`src/rtl/bus_datapath.sv`:
```
// Single-bus 32-bit datapath slice: GPRs, PC/IR/Y/HI/LO/Z/MDR/MAR, strobe encoder, bus mux, logic/negate ALU.
// Latency: bus mux and ALU are combinational; every register loads on the rising edge after its enable.
// Backpressure: none; the control unit owns every strobe and the datapath always accepts it.
// Optional feature: define BUS_CONFLICT_CHECK_EN to add the bus_conflict output (two or more drive strobes).
module bus_datapath #(
    parameter int WIDTH = 32
) (
    input  logic             clk,
    input  logic             clr,
    input  logic [15:0]      Rin,
    input  logic [15:0]      Rout,
    input  logic             PCin,
    input  logic             IncPC,
    input  logic             IRin,
    input  logic             Yin,
    input  logic             Zin,
    input  logic             MARin,
    input  logic             MDRin,
    input  logic             HIin,
    input  logic             LOin,
    input  logic             PCout,
    input  logic             MDRout,
    input  logic             HIout,
    input  logic             LOout,
    input  logic             Zhighout,
    input  logic             Zlowout,
    input  logic             InPortout,
    input  logic             Cout,
    input  logic             Read,
    input  logic             AND,
    input  logic             OR,
    input  logic             NOT,
    input  logic             NEG,
    input  logic [WIDTH-1:0] Mdatain,
    input  logic [WIDTH-1:0] InPort,
`ifdef BUS_CONFLICT_CHECK_EN
    output logic             bus_conflict,
`endif
    output logic [WIDTH-1:0] BusMuxOut,
    output logic [WIDTH-1:0] MAR,
    output logic [WIDTH-1:0] IR_q
);

    logic [WIDTH-1:0] gpr [16];
    logic [WIDTH-1:0] pc_q;
    logic [WIDTH-1:0] y_q;
    logic [WIDTH-1:0] hi_q;
    logic [WIDTH-1:0] lo_q;
    logic [WIDTH-1:0] zhi_q;
    logic [WIDTH-1:0] zlo_q;
    logic [WIDTH-1:0] mdr_q;
    logic [WIDTH-1:0] mar_q;
    logic [WIDTH-1:0] ir_q;

    logic [31:0]      enc_in;
    logic [4:0]       enc_idx;
    logic             enc_vld;
    logic [WIDTH-1:0] alu_res;

    // Drive strobes packed into encoder order; upper byte is unused and tied low
    assign enc_in = {8'h00, Cout, InPortout, MDRout, PCout, Zlowout, Zhighout, LOout, HIout, Rout};

    // Priority encoder: scan high to low so the lowest set strobe is the last one written
    always_comb begin
        enc_idx = 5'd0;
        enc_vld = 1'b0;
        for (int i = 31; i >= 0; i--) begin
            if (enc_in[i]) begin
                enc_idx = 5'(i);
                enc_vld = 1'b1;
            end
        end
    end

`ifdef BUS_CONFLICT_CHECK_EN
    // More than one bit set means clearing the lowest set bit still leaves something
    assign bus_conflict = ((enc_in & (enc_in - 32'd1)) != 32'd0);
`endif

    // Bus multiplexer; an idle bus reads as zero
    always_comb begin
        BusMuxOut = '0;
        if (enc_vld) begin
            case (enc_idx)
                5'd16:   BusMuxOut = hi_q;
                5'd17:   BusMuxOut = lo_q;
                5'd18:   BusMuxOut = zhi_q;
                5'd19:   BusMuxOut = zlo_q;
                5'd20:   BusMuxOut = pc_q;
                5'd21:   BusMuxOut = mdr_q;
                5'd22:   BusMuxOut = InPort;
                5'd23:   BusMuxOut = {{(WIDTH-19){ir_q[18]}}, ir_q[18:0]};
                default: BusMuxOut = (enc_idx < 5'd16) ? gpr[enc_idx[3:0]] : '0;
            endcase
        end
    end

    // ALU with fixed op priority AND > OR > NOT > NEG, pass-through of B otherwise
    always_comb begin
        alu_res = BusMuxOut;
        if (AND)
            alu_res = y_q & BusMuxOut;
        else if (OR)
            alu_res = y_q | BusMuxOut;
        else if (NOT)
            alu_res = ~BusMuxOut;
        else if (NEG)
            alu_res = '0 - BusMuxOut;
    end

    // General-purpose register file; each register loads the bus on its own enable
    always_ff @(posedge clk) begin
        for (int i = 0; i < 16; i++) begin
            if (clr)
                gpr[i] <= '0;
            else if (Rin[i])
                gpr[i] <= BusMuxOut;
        end
    end

    // Special registers; IncPC wins over PCin, MDR picks memory or bus by Read
    always_ff @(posedge clk) begin
        if (clr) begin
            pc_q  <= '0;
            ir_q  <= '0;
            y_q   <= '0;
            hi_q  <= '0;
            lo_q  <= '0;
            zhi_q <= '0;
            zlo_q <= '0;
            mdr_q <= '0;
            mar_q <= '0;
        end else begin
            if (IncPC)
                pc_q <= pc_q + WIDTH'(1);
            else if (PCin)
                pc_q <= BusMuxOut;
            if (IRin)
                ir_q <= BusMuxOut;
            if (Yin)
                y_q <= BusMuxOut;
            if (HIin)
                hi_q <= BusMuxOut;
            if (LOin)
                lo_q <= BusMuxOut;
            if (MARin)
                mar_q <= BusMuxOut;
            if (MDRin)
                mdr_q <= Read ? Mdatain : BusMuxOut;
            if (Zin) begin
                zlo_q <= alu_res;
                zhi_q <= {WIDTH{alu_res[WIDTH-1]}};
            end
        end
    end

    assign MAR  = mar_q;
    assign IR_q = ir_q;

endmodule

```
`config.mk`:
```
export PLATFORM = sky130hd
export DESIGN_NAME = bus_datapath
export DESIGN_NICKNAME = d
export VERILOG_FILES = /design/src/rtl/bus_datapath.sv
export SDC_FILE = /design/constraint.sdc
export NUM_CORES = 1
export LEC_CHECK = 0
export CELL_PAD_IN_SITES_DETAIL_PLACEMENT = 2
export CELL_PAD_IN_SITES_GLOBAL_PLACEMENT = 2
export CORE_ASPECT_RATIO = 0.7
export CORE_UTILIZATION = 35
export DETAILED_ROUTE_END_ITERATION = 6
export GPL_ROUTABILITY_DRIVEN = 0
export PLACE_DENSITY = 0.71
export SLEW_MARGIN = 10
export SYNTH_ARGS = -nofsm -noshare
export SYNTH_HDL_FRONTEND = slang
export SYNTH_SLANG_ARGS = --single-unit
```
`constraint.sdc`:
```
create_clock -name clk -period 7 [get_ports clk]
set_input_delay 1.4 -clock clk [delete_from_list [all_inputs] [get_ports clk]]
set_output_delay 1.4 -clock clk [all_outputs]
set_load 0.01 [all_outputs]
```
==> metrics.txt <==
outcome=finished, violations left; failing checks=setup timing; setup ws final=-0.0467 ns; Final Routed Wirelength=178 mm; post-route cell area=44400 sq um; post-synthesis net count=3716; Netlist cell types=107; share of cells above drive strength 1=15.8%; min cycle time layout=7.05 ns; Post-synth EDFFs=512; startpoint types=input pin; R2R Path End=zlo_q[17]; syn_area_per_cell=10.1 sq um; vias in the first global route=34353; ANT nets after route=0; fin crit share=101%; Clock Skew=0.0193 ns; CTS tree=done; Tot Pwr=0.0121 W; Core ar.=102000 sq um; CP Cell Sequence=clkdlybuf4s50_1 -> or3b_1 -> or4b_4 -> nand3_4 -> buf_4 -> nor2_4 -> a31o_1 -> buf_4 -> a221oi_1 -> a21boi_1 -> a22oi_1 -> o211ai_2 -> clkinv_1 -> clkdlybuf4s50_1; Layout Area Growth over Synthesis=22.7%; fin util=43.4%; hold slack=0.458 ns; slowest stage delay, CP=0.59 ns; worst setup path startpoint=Rout[11]; fin nets=4015; Yosys top cell area share=42.5%; Residual DRC=0; Initial Util=35.4%; Synth Instances=3594; Seq/Total Area, Yosys=56.7%; Peak VDD IR=0.182 mV; top-level I/O count=216; count leader, synth=nor2_1; PD cells=272 nW/um^2; critical path type=in -> out; commonest register cell after synthesis=edfxtp_1; CTS Buf Count=82; cell taking the most area after synthesis=edfxtp_1; input/output buffers=215; synthesis-stage register bit count=768; Clk pin slew, worst setup/hold paths=0.06 ns; r2r startpoint=zlo_q[31]; DIE AREA=105000 sq um; WP data arrival=5.65 ns; CTS root buf=clkbuf_16; Slew Limit Fails=0; die width=386 um; Worst-Skew Late Latency=0.69 ns; CP endpoint=BusMuxOut[16]; first-pass GRT wire length=251 mm; Tightest Pin Transition=1.24 ns; Yosys warnings=0; ys async rst share=0%; Final setup violation count=4; remaining global-route overflow=0; CP required=5.60 ns; Worst slew margin=17.3%; Worst Path Max Fanout=5; clk buf depth=3; cells taking the most area after synthesis=edfxtp_1, dfxtp_1, nor2_1; CP max stage cell=or4b_4; Sink Count=768; Cell Rows=98; FILL cells=10627; Die Y-Extent=271 um; Post-Synthesis Cell Area=36200 sq um; WL/cell=33.4 um; worst min path class=reg -> reg; DP Area=41400 sq um; 1st-iter DRT viols=3542; CP endpoint kind=output pin; RSZ-0062 raised after global routing=true; # Max-Cap Violations=0; initial antenna violation count=5; TritonRoute pass-1 iters=6; largest net degree at the start of global routing=79; register-to-register setup slack=2.36 ns; Fin. Hold Viols=0; detailed placement HPWL=120 mm; Total GRT Usage=33.2%; most frequent cells after synthesis=nor2_1, edfxtp_1, nand2_1, dfxtp_1; fmax=142 MHz; LEAKAGE=17.0 nW; H-tree depth=3; setup TNS=-0.104 ns; R2R depth=16; DR vias=32810; Vias/cell=6.18
-- cell families after synthesis --
group / after synthesis / synth area share [%]
simple gates: 1458 / 17.3
xor+xnor: 7 / 0.169
mux: 231 / 6.53
fa+ha+maj: 2 / 0.0691
compound gates: 744 / 14.7
flops: 768 / 56.7
buf+inv: 384 / 4.51
-- cells in the final DEF, fill, tap and decap left out, types with 36 or more instances in the layout --
cell and count:
a21oi_1 146, a22oi_1 39, buf_4 288, clkbuf_16 86
clkdlybuf4s50_1 199, dfxtp_1 256, edfxtp_1 512, inv_1 36
mux2i_1 197, nand2_1 299, nand3_1 91, nor2_1 855
o211ai_1 64, o21ai_0 114, o221ai_1 51, o22ai_1 60
-- registers in the layout, indices dropped and copies added (netlist names) --
name	count
y_q	32
MAR	32
mdr_q	32
IR_q	32
pc_q	32
gpr	512
lo_q	32
zlo_q	32
hi_q	32
-- final cells by class --
cell class / count / area, sq um / share of cell area, %
multi-input combinational: 2442 / 14400 / 32.4
antenna: 2 / 5.00 / 0.0113
inverter: 61 / 229 / 0.516
timing repair buffer: 538 / 4980 / 11.2
tap: 1350 / 1690 / 3.81
clock buffer: 105 / 2240 / 5.05
clock inverter: 46 / 380 / 0.857
sequential: 768 / 20500 / 46.2
-- through the flow --
stage,worst slack [ns],instances
6_report,-0.0467,5312
5_1_grt,-0.0645,5310
4_1_cts,-0.0349,5298
3_5_place_dp,-0.489,5145
3_3_place_gp,-0.390,5145
2_1_floorplan,0.904,3594
-- layer usage --
layer / up-vias / track usage [%] / wire length [um] / part of all wire (%)
met2: 1651 / 50.8 / 79600 / 45
met5: - / 0 / 10 / 0.0056
met1: 17212 / 46.7 / 75800 / 43
met4: 2 / 11.5 / 6540 / 3.7
li1: 13628 / - / - / -
met3: 317 / 6.33 / 15600 / 8.8
-- power by group --
part / total, W / internal, W / switching (W)
Clock: 0.00447 / 0.00246 / 0.00201
Combinational: 0.00217 / 0.000736 / 0.00144
Sequential: 0.00544 / 0.00525 / 0.000191
-- worst min-delay path by stage --
stage	slack, ns	endpoint	cells past startpoint	start
5_1_grt	0.46	zlo_q[9]	2	zlo_q[9]
3_3_place_gp	0.43	zlo_q[9]	2	zlo_q[9]
4_1_cts	0.45	zlo_q[9]	2	zlo_q[9]
3_5_place_dp	0.44	zlo_q[9]	2	zlo_q[9]
2_1_floorplan	0.42	zlo_q[9]	2	zlo_q[9]
6_report	0.46	zlo_q[9]	2	zlo_q[9]
-- critical path, delay by kind of cell --
family                 cells  cell delay, ns
AOI/OAI and AO/OA          5            1.35
buffers and inverters      5            1.64
and+or+nand+nor            4            1.23
-- what timing repair did --
action                     CTS  global route
pin swaps                    4            10
hold buffers                 0             0
setup endpoints to repair   28            23
cloned                       0             2
buffers inserted             2            11
resized for setup           17            34
(Power assumes the default switching activity.)
